## src/rtl/pc_next_unit.sv

```systemverilog
// Program-counter stage: PC register, next-PC select, sticky halt and misalignment flags.
// Define PC_RETIRE_CNT_EN to add the retired-instruction counter output retired_cnt.
module pc_next_unit #(
    parameter logic [31:0] RESET_PC = 32'h0000_0000,
    parameter int          ADDR_W   = 32
) (
    input  logic              CLK,
    input  logic              Reset,
    input  logic              PCWre,
    input  logic [1:0]        PCSrc,
    input  logic [ADDR_W-1:0] imm_ext,
    input  logic [25:0]       jaddr,
    output logic [ADDR_W-1:0] pc,
`ifdef PC_RETIRE_CNT_EN
    output logic [31:0]       retired_cnt,
`endif
    output logic [ADDR_W-1:0] pc_plus4,
    output logic              halted,
    output logic              misalign_err
);

    typedef enum logic {
        RUN  = 1'b0,
        HALT = 1'b1
    } state_t;

    localparam logic [1:0] SRC_SEQ    = 2'b00;
    localparam logic [1:0] SRC_BRANCH = 2'b01;
    localparam logic [1:0] SRC_JUMP   = 2'b10;

    state_t            state_q, state_d;
    logic [ADDR_W-1:0] pc_q, pc_d;
    logic              misalign_q, misalign_d;
    logic [ADDR_W-1:0] branch_target;
    logic [ADDR_W-1:0] jump_target;
    logic [ADDR_W-1:0] next_pc;
    logic              advance;

    assign pc_plus4      = pc_q + 32'd4;
    assign branch_target = pc_plus4 + (imm_ext << 2);
    assign jump_target   = {pc_plus4[31:28], jaddr, 2'b00};
    assign advance       = (state_q == RUN) && PCWre;

    // Reserved select 2'b11 falls back to sequential fetch without flagging anything.
    always_comb begin
        next_pc = pc_plus4;
        case (PCSrc)
            SRC_SEQ:    next_pc = pc_plus4;
            SRC_BRANCH: next_pc = branch_target;
            SRC_JUMP:   next_pc = jump_target;
            default:    next_pc = pc_plus4;
        endcase
    end

    always_comb begin
        state_d    = state_q;
        pc_d       = pc_q;
        misalign_d = misalign_q;
        if (state_q == RUN) begin
            if (PCWre) begin
                pc_d = next_pc;
                if (next_pc[1:0] != 2'b00) begin
                    misalign_d = 1'b1;
                end
            end else begin
                state_d = HALT;
            end
        end
    end

    always_ff @(posedge CLK) begin
        if (!Reset) begin
            state_q    <= RUN;
            pc_q       <= RESET_PC;
            misalign_q <= 1'b0;
        end else begin
            state_q    <= state_d;
            pc_q       <= pc_d;
            misalign_q <= misalign_d;
        end
    end

`ifdef PC_RETIRE_CNT_EN
    logic [31:0] retired_q, retired_d;

    always_comb begin
        retired_d = retired_q;
        if (advance) begin
            retired_d = retired_q + 32'd1;
        end
    end

    always_ff @(posedge CLK) begin
        if (!Reset) begin
            retired_q <= 32'd0;
        end else begin
            retired_q <= retired_d;
        end
    end

    assign retired_cnt = retired_q;
`else
    logic unused_advance;
    assign unused_advance = advance;
`endif

    assign pc           = pc_q;
    assign halted       = (state_q == HALT);
    assign misalign_err = misalign_q;

endmodule
```

## config.mk

```make
export PLATFORM = sky130hd
export DESIGN_NAME = pc_next_unit
export DESIGN_NICKNAME = d
export VERILOG_FILES = /design/src/rtl/pc_next_unit.sv
export SDC_FILE = /design/constraint.sdc
export NUM_CORES = 1
export LEC_CHECK = 0
export ABC_AREA = 0
export CORE_MARGIN = 2
export CORE_UTILIZATION = 51
export CTS_CLUSTER_DIAMETER = 40
export CTS_CLUSTER_SIZE = 12
export DETAILED_ROUTE_END_ITERATION = 7
export PLACE_DENSITY = 0.88
export SYNTH_ARGS = -nofsm -noshare
export SYNTH_HDL_FRONTEND = slang
export SYNTH_SLANG_ARGS = --single-unit
```

## constraint.sdc

```tcl
create_clock -name CLK -period 5.5 [get_ports CLK]
set_clock_uncertainty 0.1 [all_clocks]
set_input_delay 0.55 -clock CLK [delete_from_list [all_inputs] [get_ports CLK]]
set_output_delay 0.55 -clock CLK [all_outputs]
set_load 0.01 [all_outputs]
```

==> summary.txt <==
Run status
  – Status: complete, no violations

Logic synthesis
  – Post-synthesis area per instance: 7.57 um2
  – EDFF count, synth: 0
  – Distinct cell type count after synthesis: 70
  – #FFs+latches synth: 34
  – Commonest cells post-synth: 48 x nand2_1, 38 x nor2_1, 37 x a21oi_1, 37 x ha_1, 34 x dfxtp_1
  – Ys async rst share: 0%
  – Top cells by area, synth: dfxtp_1 17%, ha_1 12%, xnor2_1 7.1%, a21oi_1 4.7%, nand2_1 4.6%
  – Syn Inst Count: 520
  – Yosys top cell area share: 17.3%
  – Top_reg_cell synth: dfxtp_1
  – YS warnings: 0
  – Synthesized Nets: 621
  – Count leader, synth: nand2_1
  – Post-Syn Area: 3940 um2
  – Cell taking the most area after synthesis: dfxtp_1
  – Register area share after synthesis: 17.3%

Critical path
  – Worst Path Required: 5.55 ns
  – Crit end category: flop
  – Critical Setup Path Class: reg -> reg
  – Worst-path maximum fanout: 10
  – R2R cell count: 13
  – Critical path arrival: 4.56 ns
  – Worst setup SP type: flop
  – Critical R2R Capture: pc[31]
  – Minimum setup slack among reg-to-reg paths: 0.98 ns
  – Reg2reg start: pc[4]

Timing
  – Rel. slew slack: 23.1%
  – RSZ-0062 raised after global routing: false
  – Fmax: 221 MHz
  – Final hold viol count: 0
  – Worst-margin pin slew: 1.15 ns
  – Sum of negative setup slack: 0 ns
  – Post-route minimum period: 4.52 ns
  – Slack of the critical path: 0.984 ns
  – Final Max Tran Viols: 0
  – Final period utilization: 82.1%
  – Worst hold margin: 0.388 ns
  – Final setup vio count: 0

Drt
  – Residual DRC count: 0
  – Post-Route WL: 12900 um
  – WL per Instance: 17.7 um
  – Vias: 4594
  – Via density: 6.28
  – Total iterations of the first detailed-routing run: 7
  – Starting DRT DRC Count: 284
  – Detail Route Antenna Nets: 0

Clock tree
  – Clock Latency Late Sink: 0.29 ns
  – Setup bufs post-CTS: 0
  – CTS Sinks: 34
  – Cts hold-fix bufs: 0
  – Total CTS buffers: 5
  – Post-CTS resize count: 0
  – CTS tree: done
  – Max H-tree Level: 2
  – Clock transition at path regs: 0.07 ns
  – Bufs on Longest Clock Path: 2
  – Clock root buffer: clkbuf_8

Placement
  – DP Cell Count: 723
  – DP HPWL: 9750 um
  – I/O Buffers: 126
  – Pre-CTS WS: 1.07 ns
  – Final GP Congestion: 0.947

Power and ir drop
  – Power Dens Cells: 185 nW/um2
  – Clk pwr share: 29.9%
  – Max IR drop VDD: 97.6 uV
  – Net load switching power: 338 uW
  – Flop pwr share: 28.6%
  – Pint: 655 uW
  – Switching Fraction: 34.0%
  – Comb power frac: 41.5%
  – Lkg Pwr: 0.00222 uW

Global route
  – Grt ovf: 0
  – Largest net degree at the start of global routing: 36
  – All-Layer GR Usage: 29.6%
  – Vias in the first global route: 4329
  – First-pass GRT wire length: 20600 um
  – Initial antenna violation count: 0

Cells and area
  – Final Instance Count excl. Fillers: 731
  – Share of layout cells above drive strength 1: 4.45%
  – Nets: 729
  – Ant. Diodes: 0
  – Area Growth Syn to Fin: 36.5%

Die
  – Initial core utilization: 51.8%
  – Ports: 129
  – Num rows: 32
  – Die height: 91.9 um
  – Die W: 91.9 um
  – Die area: 8440 um2
  – Core footprint: 7610 um2

Worst hold path
  – Hold_sp: misalign_err
  – Hold WC Path Type: reg -> reg
  – Hold path cells: 2
  – WHS Endpoint: misalign_err

Flow run
  – Max_cap viols: 0
[worst max-delay path by stage]
| stage | startpoint | endpoint | slack, ns | cells after the start |
|---|---|---|---|---|
| after floorplan | pc[2] | pc[23] | 1.81 | 16 |
| after global placement | pc[4] | pc[23] | 1.24 | 13 |
| after detailed placement | pc[4] | pc[31] | 1.07 | 13 |
| after CTS | pc[4] | pc[31] | 1.06 | 13 |
| after global routing | pc[4] | pc[31] | 0.72 | 13 |
| final | pc[4] | pc[31] | 0.98 | 13 |
[kinds of logic (layout without fill, tap and decap cells)]
| family | count (synthesis) | after routing | share of synthesized area (%) |
|---|---|---|---|
| adders and majority gates | 38 | 38 | 12.3 |
| AOI/OAI and AO/OA | 180 | 180 | 32.9 |
| xor gates and xnor gates | 49 | 49 | 11.1 |
| muxes | 1 | 1 | 0.254 |
| and+or+nand+nor | 174 | 174 | 21.6 |
| DFF | 34 | 34 | 17.3 |
| buffers and inverters | 44 | 153 | 4.57 |
[cell type report]
type	count	area, um2
clock buffer	6	82.6
multi-input combinational	442	3080
fill	613	2230
clock inverter	2	60.1
tap	102	128
sequential	34	681
inverter	16	60.1
timing repair buffer	129	1280
[sequential cells by signal, indices dropped and copies added, names as in the netlist]
signal / count
halted: 1
misalign_err: 1
pc: 32
[power groups by stage]
stage | clock network (uW) | registers [uW] | logic [uW]
floorplan | 0 | 290 | 242
CTS | 295 | 283 | 407
finish | 297 | 284 | 412
detailed placement | 0 | 288 | 405
global placement | 0 | 287 | 394
global route | 304 | 286 | 445
[placed cells by master (no fill, tap or decap), types with 3 or more instances in the layout]
| master | netlist | layout |
|---|---|---|
| clkdlybuf4s50_1 | 0 | 126 |
| nand2_1 | 48 | 48 |
| nor2_1 | 38 | 38 |
| a21oi_1 | 37 | 37 |
| ha_1 | 37 | 37 |
| dfxtp_1 | 34 | 34 |
| xnor2_1 | 32 | 32 |
| o21ai_0 | 31 | 31 |
| nand3_1 | 21 | 21 |
| nor3_1 | 17 | 17 |
| inv_1 | 16 | 16 |
| xor2_1 | 16 | 16 |
| a21o_1 | 13 | 13 |
| a221oi_1 | 10 | 10 |
| a22oi_1 | 10 | 10 |
| and3_1 | 9 | 9 |
| o211ai_1 | 8 | 8 |
| o22ai_1 | 8 | 8 |
| or3_1 | 7 | 7 |
| nand2b_1 | 7 | 7 |
| a221o_1 | 6 | 6 |
| clkbuf_8 | 0 | 6 |
| and4_1 | 5 | 5 |
| nand4_1 | 5 | 5 |
| o21a_1 | 5 | 5 |
| o31ai_1 | 4 | 4 |
| a31oi_1 | 4 | 4 |
| o21bai_1 | 4 | 4 |
| or2_2 | 3 | 3 |
| a211o_1 | 3 | 3 |
| a32oi_1 | 3 | 3 |
| a211oi_1 | 3 | 3 |
| o211a_1 | 3 | 3 |
| o221ai_1 | 3 | 3 |
| buf_4 | 3 | 3 |
[metal layers]
metal / global-route usage, % / vias up / part of all wire [%]
li1: - / 2168 / -
met1: 38.8 / 2157 / 42
met2: 50.9 / 244 / 48
met3: 4.11 / 25 / 8.4
met4: 7.84 / 0 / 1.8
met5: 0 / - / 0
[stage by stage]
| step | util [%] | total power (uW) | instance area (um2) |
|---|---|---|---|
| 5_1_grt | 70.7 | 1040 | 5380 |
| 3_3_place_gp | 68.8 | 682 | 5230 |
| 4_1_cts | 70.7 | 985 | 5380 |
| 3_5_place_dp | 68.8 | 693 | 5230 |
| 6_report | 70.7 | 993 | 5380 |
| 2_1_floorplan | - | 532 | 3940 |
[critical path, stage by stage, from the launching register on]
cell      delay, ns
dfxtp_1        0.46
nand3_1        0.24
nor2b_1        0.71
nand3_1        0.30
xnor2_1        0.23
ha_1           0.42
nand4_1        0.23
or4_1          0.47
o22ai_1        0.24
o221ai_1       0.23
o21ai_1        0.24
o221ai_1       0.21
xnor2_1        0.19
o22ai_1        0.08
Power figures use the tool's default switching activity.
